$ cat src/rtl/led_blink_sequencer.sv
// led_blink_sequencer
// Programmable LED blink controller. A prescaler divides clk into ticks.
// A phase counter walks 0..period_r-1 on each tick, and the LED is high
// while the phase is below high_r. A run either repeats forever
// (count_r == 0) or ends after count_r pulses with a one-cycle done pulse.
// Configuration is loaded through a valid/ready handshake that is open
// only while the sequencer is idle.

module led_blink_sequencer #(
  parameter int CNT_W    = 8,
  parameter int PRESCALE = 1
) (
  input  logic             clk,
  input  logic             rst,
  input  logic             cfg_valid,
  output logic             cfg_ready,
  input  logic [CNT_W-1:0] cfg_period,
  input  logic [CNT_W-1:0] cfg_high,
  input  logic [3:0]       cfg_count,
  input  logic             start,
  input  logic             stop,
  output logic             led,
  output logic             busy,
  output logic             done
);

  localparam int PC_W = (PRESCALE > 1) ? $clog2(PRESCALE) : 1;
  localparam logic [PC_W-1:0]  PC_LAST        = PC_W'(PRESCALE - 1);
  localparam logic [CNT_W-1:0] ONE            = CNT_W'(1);
  localparam logic [CNT_W-1:0] DEFAULT_PERIOD = CNT_W'(10);
  localparam logic [CNT_W-1:0] DEFAULT_HIGH   = CNT_W'(5);

  typedef enum logic [1:0] {
    IDLE = 2'd0,
    RUN  = 2'd1,
    DONE = 2'd2
  } state_t;

  state_t           state;
  logic [CNT_W-1:0] period_r;
  logic [CNT_W-1:0] high_r;
  logic [3:0]       count_r;
  logic [PC_W-1:0]  pc;
  logic [CNT_W-1:0] ph;
  logic [3:0]       np;

  logic tick;
  logic period_end;
  logic last_pulse;

  assign tick       = (pc == PC_LAST);
  assign period_end = (ph == (period_r - ONE));
  assign last_pulse = (count_r != 4'd0) && ((np + 4'd1) == count_r);

  // Sequencer FSM: config latch, prescaler, phase and pulse counting
  always_ff @(posedge clk) begin
    if (rst) begin
      state    <= IDLE;
      period_r <= DEFAULT_PERIOD;
      high_r   <= DEFAULT_HIGH;
      count_r  <= 4'd0;
      pc       <= '0;
      ph       <= '0;
      np       <= 4'd0;
    end else begin
      case (state)
        IDLE: begin
          if (cfg_valid) begin
            period_r <= (cfg_period == '0) ? ONE : cfg_period;
            high_r   <= cfg_high;
            count_r  <= cfg_count;
          end
          if (start) begin
            state <= RUN;
            pc    <= '0;
            ph    <= '0;
            np    <= 4'd0;
          end
        end
        RUN: begin
          if (stop) begin
            state <= IDLE;
          end else begin
            pc <= tick ? '0 : pc + PC_W'(1);
            if (tick) begin
              if (period_end) begin
                ph <= '0;
                np <= np + 4'd1;
                if (last_pulse) begin
                  state <= DONE;
                end
              end else begin
                ph <= ph + ONE;
              end
            end
          end
        end
        DONE: begin
          state <= IDLE;
        end
        default: begin
          state <= IDLE;
        end
      endcase
    end
  end

  assign cfg_ready = (state == IDLE);
  assign busy      = (state != IDLE);
  assign done      = (state == DONE);
  assign led       = (state == RUN) && (ph < high_r);

endmodule
$ cat config.mk
export PLATFORM = sky130hd
export DESIGN_NAME = led_blink_sequencer
export DESIGN_NICKNAME = d
export VERILOG_FILES = /design/src/rtl/led_blink_sequencer.sv
export SDC_FILE = /design/constraint.sdc
export NUM_CORES = 1
export LEC_CHECK = 0
export ABC_AREA = 1
export CAP_MARGIN = 30
export CORE_MARGIN = 1
export CORE_UTILIZATION = 40
export CTS_CLUSTER_DIAMETER = 200
export CTS_CLUSTER_SIZE = 25
export DETAILED_ROUTE_END_ITERATION = 12
export PLACE_DENSITY = 0.74
export SYNTH_ARGS = -nofsm -noshare
export SYNTH_HDL_FRONTEND = slang
export SYNTH_SLANG_ARGS = --single-unit
$ cat constraint.sdc
create_clock -name clk -period 2.2 [get_ports clk]
set_input_delay 0.44 -clock clk [delete_from_list [all_inputs] [get_ports clk]]
set_output_delay 0.44 -clock clk [all_outputs]
set_load 0.05 [all_outputs]
# Word level (Yosys, flattened, before mapping)
# Index checks and enable logic that the tools add are counted.
dict set report totals {
  regBits 35
  inputBits 25
  output_inout_bits 4
  word_cells 56
}
dict set report classes {
  add_sub_neg 4
  n_lt_le_gt_ge 1
  eq_ne 11
  mux 21
  n_reduce_logical 12
}
# operator count
set op_table {}
lappend op_table {{two-way mux 8 bit} 5}
lappend op_table {{two-way mux 4 bit} 4}
lappend op_table {{case mux 8 bit (2 select lines)} 1}
lappend op_table {{two-way mux 2 bit} 5}
lappend op_table {{inequality test 3 bit, second input constant} 3}
lappend op_table {{adder 8 x 1 -> 8 bit, second input constant} 1}
lappend op_table {{equality test 8 bit} 1}
lappend op_table {{logical NOT 8 bit} 1}
lappend op_table {{less-than comparator 8 bit} 1}
lappend op_table {{case mux 4 bit (2 select lines)} 1}
lappend op_table {{AND reduction 4 bit} 2}
lappend op_table {{subtractor 8 x 1 -> 8 bit, second input constant} 1}
lappend op_table {{inequality test 2 bit, second input constant} 3}
lappend op_table {{AND reduction 5 bit} 1}
lappend op_table {{adder 4 x 1 -> 4 bit, second input constant} 1}
lappend op_table {{equality test 4 bit} 1}
lappend op_table {{case mux 2 bit (2 select lines)} 1}
lappend op_table {{nonzero test 2 bit} 2}
lappend op_table {{nonzero test 4 bit} 1}
lappend op_table {{two-way mux 1 bit} 3}
lappend op_table {{AND reduction 3 bit} 1}
lappend op_table {{equality test 2 x 1 -> 1 bit, second input constant} 1}
lappend op_table {{equality test 2 bit, second input constant} 1}
lappend op_table {{logical AND 1 bit} 2}
lappend op_table {{5 further kinds} 5}

# Longest topological paths before layout
# Gate-level depths: netlist of the first run.
dict set report depth {
  word_depth 8
  depth_mapped 16
  ltp_nobuf 16
}

# Least setup slack after synthesis of the first run
# Ideal clock, no wire load.
dict set report synth_path {
  kind {register to output}
  from {register ph[1]}
  to {output led}
  arrival_ns 2.001
  t_required_ns 1.760
  path_slack_ns -0.241
  path_stages_with_launch 6
  path_buffers 0
  path_cell_list {dfxtp_1 -> ha_1 -> a21boi_0 -> o211ai_1 -> a21oi_1 -> nor3_1}
}
dict set report synth_via {
  elab_chain_len 2
}
# item line_no
set synth_lines {}
lappend synth_lines {{start: declaration} 44} ;# logic [CNT_W-1:0] ph;
lappend synth_lines {{start signal: assignment} 93} ;# ph <= ph + ONE;
lappend synth_lines {{less-than comparator 8 bit} 111} ;# assign led = (state == RUN) && (ph < high_r);
lappend synth_lines {{logical AND 1 bit} 111}
lappend synth_lines {{end: declaration} 22} ;# output logic led,
# No other way between the ends.

# Final worst setup path of the first run
# Ends and elaborated chain as after synthesis.

==> run metrics, run 1 <==
critical path's slowest cell dfxtp_4; HPWL after DPL approximately 3300 µm; busiest grt layer met2; WHS 0.457 ns; Seq/Total Area, Yosys a little over a third; ys flop type dfxtp_1; setup TNS 0 ns; main combinational cell family by area after synthesis simple AND/OR/NAND/NOR gates; min Tclk post-route about 2.2 ns; DRT Wirelength 4110 µm; post-synthesis xor/xnor area fraction ~4.5%; vias per cell 4.85; Final Max Tran Viols 0; Syn Area/Cell 7.11 µm²; CTS max path bufs 2; Rel. slew slack 67.5%; met2 GRT Util between 20 and 30%; adder-cell share of the synthesized area under 10%; core area between 0.004 and 0.005 mm²; CTS Sinks 34; gpl congestion about 0.86; CTS tree built; Area growth syn-to-layout 26.6%; IO Port Bufs 28; Mapped Area around 0.002 mm²; syn_nets 311; # diodes 0; crit start category flop; Min-Delay Path Class reg2reg; Synth area leaders dfxtp_1, nand2_1, ha_1; CP max stage delay around 0.36 ns; Pre-antenna DRT Iters 6; met1 Resource Use GR 23.4%; CTS clk-pin slew, worst paths 0.07 ns; Max FO, Critical Path 5; Post-synth EDFFs 0; ANT nets after route 0; Worst-Skew Late Latency about 0.29 ns; largest area contributor in the netlist dfxtp_1; Final #Nets between 300 and 400; DRC 0; die area roughly 0.0052 mm²; Leak Pwr 1.05 nW; skew final 0.00771 ns; die width around 72 µm; most frequent cell after synthesis nand2_1; initial antenna violation count 0; starting density of the core 41.6%; status completed; CTS buffer count 5; Synth Area in Compound Gates roughly 13%; initial DRC count between 90 and 100; Tcrit/Tclk final between 90% and 100%; maximum clock rate between 400 and 500 MHz; hold_buf cts 0; io pins 29; Arrival @ worst endpoint between 1.5 and 2 ns; pin count of the biggest net entering global routing 17; Mapped Cells 276; clk root buf clkbuf_8; share of layout cells above drive strength 1 between 15 and 20%; synth warn 0; Synth cell types 30; mux cell area share after synthesis less than 1%; GRT Resource Usage Total 17.5%; vias in the first global route 1625; critical path type reg2out; first-pass GRT wire length between 7000 and 8000 µm; final core utilization a little over half; worst path required time around 1.8 ns; grt total ovfl 0; via count roughly 1800; Hold Fails Final Rpt 0; Die Y between 70 and 80 µm; ys async rst share 0%; synthesized-area fraction occupied by and/or/nand/nor cells 33.3%; VDD IR-drop max 0.000313 V; H-tree depth 2; worst slew pin tran 0.486 ns; post-synth top area share a little over a third; commonest cells in the synthesized netlist nand2_1, dfxtp_1, nor2_1, inv_1, nand3_1; Worst Path Buf+Inv 1; FF+latch count, synth 34; CP endpoint kind primary output; met3 GRT Util under 10%; power per cell area approximately 600 mW/mm²; row count 25; final setup violation count 0; Cell Chain, Critical Path ha_4, a21boi_1, o211ai_1, a21oi_1, nor3_2, clkbuf_16; delay-heaviest family, CP compound AO/OA/AOI/OAI gates; max-cap viol count 0; RSZ-0062 raised after global routing true; PnR Total Power roughly 1.5 mW; r2r setup slk roughly 0.31 ns; Wirelength per Cell between 10 and 15 µm
[cell type report]
cell class                      instances  area [µm²]
Clock inverter                          1        5.00
Sequential cell                        34         684
Multi-Input combinational cell        200        1140
Inverter                               35         131
Timing Repair Buffer                   34         353
Tap cell                               67        83.8
Fill cell                             456        2240
Clock buffer                            7        86.3
[cell usage in the layout, fill, tap and decap left out, drive strengths merged]
cell	instances
nand2	57
nor2	39
inv	35
dfxtp	34
clkdlybuf4s50	27
nand3	23
o21ai	20
a21oi	18
ha	10
xor2	8
clkbuf	8
or2	6
buf	6
nor3	5
o211ai	4
nand4	2
xnor2	2
nor4	2
a211oi	2
a21boi	1
mux2i	1
clkinv	1
[sequential cells by signal, indices dropped and copies added (netlist names)]
name,cells
high_r,8
state,2
ph,8
np,4
period_r,8
count_r,4
[layer usage]
layer  up-vias  part of all wire (%)
li1        960                     -
met1       836                    50
met2        30                    45
met3         6                   3.1
met4         0                   1.8
met5         -                     0
[power by group]
group | internal (mW) | total [mW] | switching (mW)
clock network | 0.252 | 0.479 | 0.226
logic | 0.143 | 0.320 | 0.177
registers | 0.655 | 0.688 | 0.0335
[metrics by stage]
step	instances	area (µm²)	worst slack, ns
finish	378	2480	0.0283
global route	378	2480	-0.0440
CTS	377	2460	0.0325
detailed placement	369	2360	0.302
global placement	369	2360	0.328
floorplan	276	1970	0.182
[worst paths after layout]
check	startpoint	endpoint	cells after the start
worst max-delay path	ph[1]$_SDFFE_PP0P_	led	6
worst min-delay path	high_r[7]$_SDFFE_PP0P_	high_r[7]$_SDFFE_PP0P_	2
worst max register to register	period_r[0]$_SDFFE_PP0P_	ph[5]$_SDFFE_PP0P_	12
worst min register to register	high_r[7]$_SDFFE_PP0P_	high_r[7]$_SDFFE_PP0P_	2
[repair_timing]
action                     CTS  global route
buffers inserted             0             1
resized for setup            0             6
hold endpoints to repair     0             0
setup endpoints to repair    0             1
[tightest hold or removal path, cell delays in order, from the launching register on]
cell,delay (ns)
dfxtp_1,0.30
inv_1,0.06
a21oi_1,0.05
[kinds of logic (layout without fill, tap and decap cells)]
kind of cell | count (synthesis) | after routing
flops | 34 | 34
fa+ha+maj | 10 | 10
compound gates | 45 | 45
buf+inv | 42 | 77
xor+xnor | 10 | 10
simple gates | 134 | 134
mux | 1 | 1
Note: power is estimated with default switching activity, not from simulation.
==> run 2: changes to the inputs <==
--- a/config.mk
+++ b/config.mk
@@ -8,11 +8,11 @@
 export ABC_AREA = 1
 export CAP_MARGIN = 30
 export CORE_MARGIN = 1
-export CORE_UTILIZATION = 40
+export CORE_UTILIZATION = 58
 export CTS_CLUSTER_DIAMETER = 200
 export CTS_CLUSTER_SIZE = 25
 export DETAILED_ROUTE_END_ITERATION = 12
-export PLACE_DENSITY = 0.74
+export PLACE_DENSITY = 0.95
 export SYNTH_ARGS = -nofsm -noshare
 export SYNTH_HDL_FRONTEND = slang
 export SYNTH_SLANG_ARGS = --single-unit
==> constraint.sdc (replaced) <==
create_clock -name clk -period 2.58 [get_ports clk]
set_input_delay 0.516 -clock clk [delete_from_list [all_inputs] [get_ports clk]]
set_output_delay 0.516 -clock clk [all_outputs]
set_load 0.05 [all_outputs]
==> run metrics, run 2 (synthesized netlist as in run 1, its figures left out) <==
via count 1854; row count 20; Gate power share 22.9%; Tcrit/Tclk final between 90 and 100%; CTS buffer count 5; Max FO, Critical Path 6; IO Port Bufs 28; Worst Path Buf+Inv 1; max-cap viol count 0; vias per cell about 5.3; Hold Fails Final Rpt 0; Layout fillers roughly 240; initial DRC count between 100 and 150; crit start category flop; critical path's slowest cell dfxtp_1; H-tree depth 2; power per cell area approximately 500 mW/mm²; io pins 29; GRT Resource Usage Total about 28%; leading cell type in the layout, fill and taps excluded nand2_1; starting density of the core between 60 and 70%; setup bufs post-CTS 0; share of layout cells above drive strength 1 between 10% and 20%; DRC 0; grt total ovfl 0; Wirelength per Cell ~13 µm; status completed; CP endpoint kind primary output; die area roughly 0.0036 mm²; Clock power frac roughly 27%; Final #Nets 341; Final Max Tran Viols 0; CTS max path bufs 2; HPWL after DPL between 3000 and 4000 µm; PnR Total Power 1.17 mW; reg2reg start period_r[0]$_SDFFE_PP0P_; vias in the first global route 1743; Arrival @ worst endpoint between 1.5 and 2 ns; Worst Hold Launch high_r[3]$_SDFFE_PP0P_; Switch Pwr 367 µW; Min-Delay Path Class reg2reg; Critical path origin ph[1]$_SDFFE_PP0P_; Area growth syn-to-layout 20.0%; maximum clock rate 417 MHz; Leak Pwr between 1 and 1.5 nW; Pre-antenna DRT Iters 4; hold_buf cts 0; post-CTS sizing 0; worst slew pin tran around 0.5 ns; Seq pwr share between 50% and 60%; CTS clk-pin slew, worst paths roughly 0.1 ns; switching share of power between 30% and 40%; ANT nets after route 0; # diodes 0; skew final slightly above 0.006 ns; Rel. slew slack about two thirds; most frequent cells in the layout nand2_1, dfxtp_1, nor2_1, inv_1, clkdlybuf4s50_1; P_int a little over 800 µW; pin count of the biggest net entering global routing 26; critical path type reg2out; CP max stage delay between 0.4 and 0.5 ns; Cell Chain, Critical Path ha_1, a21boi_0, o211ai_1, a21oi_1, nor3_1, buf_12; RSZ-0062 raised after global routing false; CTS tree built; initial antenna violation count 0; storage element area roughly 680 µm²; first-pass GRT wire length just over 7000 µm; delay-heaviest family, CP flip-flops; min Tclk post-route roughly 2.4 ns; CTS Sinks 34; worst path required time 2.06 ns; VDD IR-drop max slightly below 0.0004 V; final setup violation count 0; die width around 60 µm; Worst-Skew Late Latency about 0.36 ns; setup TNS 0 ns; largest registers high_r (8), period_r (8), ph (8); clk root buf clkbuf_4; DRT Wirelength around 4400 µm; core area about 0.0031 mm²; Die Y approximately 60 µm; multi-input logic area roughly 0.0011 mm²; gpl congestion 0.946
run 2: cell count changes in the layout (fill, tap and decap cells not counted), sizes merged:
cell,change
buf,-3
clkbuf,-1
run 2: power groups by stage:
stage | clock [mW] | sequential, mW | combinational, mW
3_5_place_dp | 0 | 0.598 | 0.267
3_3_place_gp | 0 | 0.597 | 0.257
2_1_floorplan | 0 | 0.592 | 0.181
4_1_cts | 0.320 | 0.586 | 0.269
5_1_grt | 0.344 | 0.591 | 0.302
6_report | 0.317 | 0.587 | 0.269
run 2: metal layers:
layer,vias to the layer above,share of wire (%),GRT usage (%)
li1,949,-,-
met1,846,42,28.8
met2,42,51,50.5
met3,17,3.1,5.84
met4,0,3.6,16.9
met5,-,0,0
run 2: area by class of cell:
| cell class | count | area share (%) |
|---|---|---|
| clock buffers | 7 | 2.34 |
| flip-flops and latches | 34 | 28.9 |
| multi-input cells | 200 | 47.7 |
| repair buffers | 30 | 13.0 |
| clock inverters | 1 | 0.212 |
| well taps | 44 | 2.34 |
| inverters | 35 | 5.58 |
run 2: worst min-delay path, cell delays in order, from the launching register on:
cell	delay, ns
dfxtp_1	0.31
inv_1	0.06
a21oi_1	0.06
run 2: stage by stage:
step	instances	hold WS (ns)	area [µm²]	util, %	worst slack, ns
after floorplan	276	0.435	1960	-	0.0630
after global placement	343	0.447	2300	73.4	0.601
after detailed placement	343	0.454	2300	73.4	0.571
after CTS	351	0.470	2360	75.3	0.178
after global routing	351	0.495	2360	75.3	0.0295
final	351	0.465	2360	75.3	0.180
run 2: final timing paths:
kind	endpoint	slack, ns	depth (start not counted)
max reg2reg	ph[5]$_SDFFE_PP0P_	0.69	12
max	led	0.18	6
min reg2reg	high_r[3]$_SDFFE_PP0P_	0.47	2
min	high_r[3]$_SDFFE_PP0P_	0.47	2
==> run 3: changes to the inputs <==
--- a/config.mk
+++ b/config.mk
@@ -10,7 +10,7 @@
 export CORE_MARGIN = 1
 export CORE_UTILIZATION = 58
 export CTS_CLUSTER_DIAMETER = 200
-export CTS_CLUSTER_SIZE = 25
+export CTS_CLUSTER_SIZE = 20
 export DETAILED_ROUTE_END_ITERATION = 12
 export PLACE_DENSITY = 0.95
 export SYNTH_ARGS = -nofsm -noshare
==> results of run 3 <==
Final layout, timing and power as in run 2 (identical DEF).
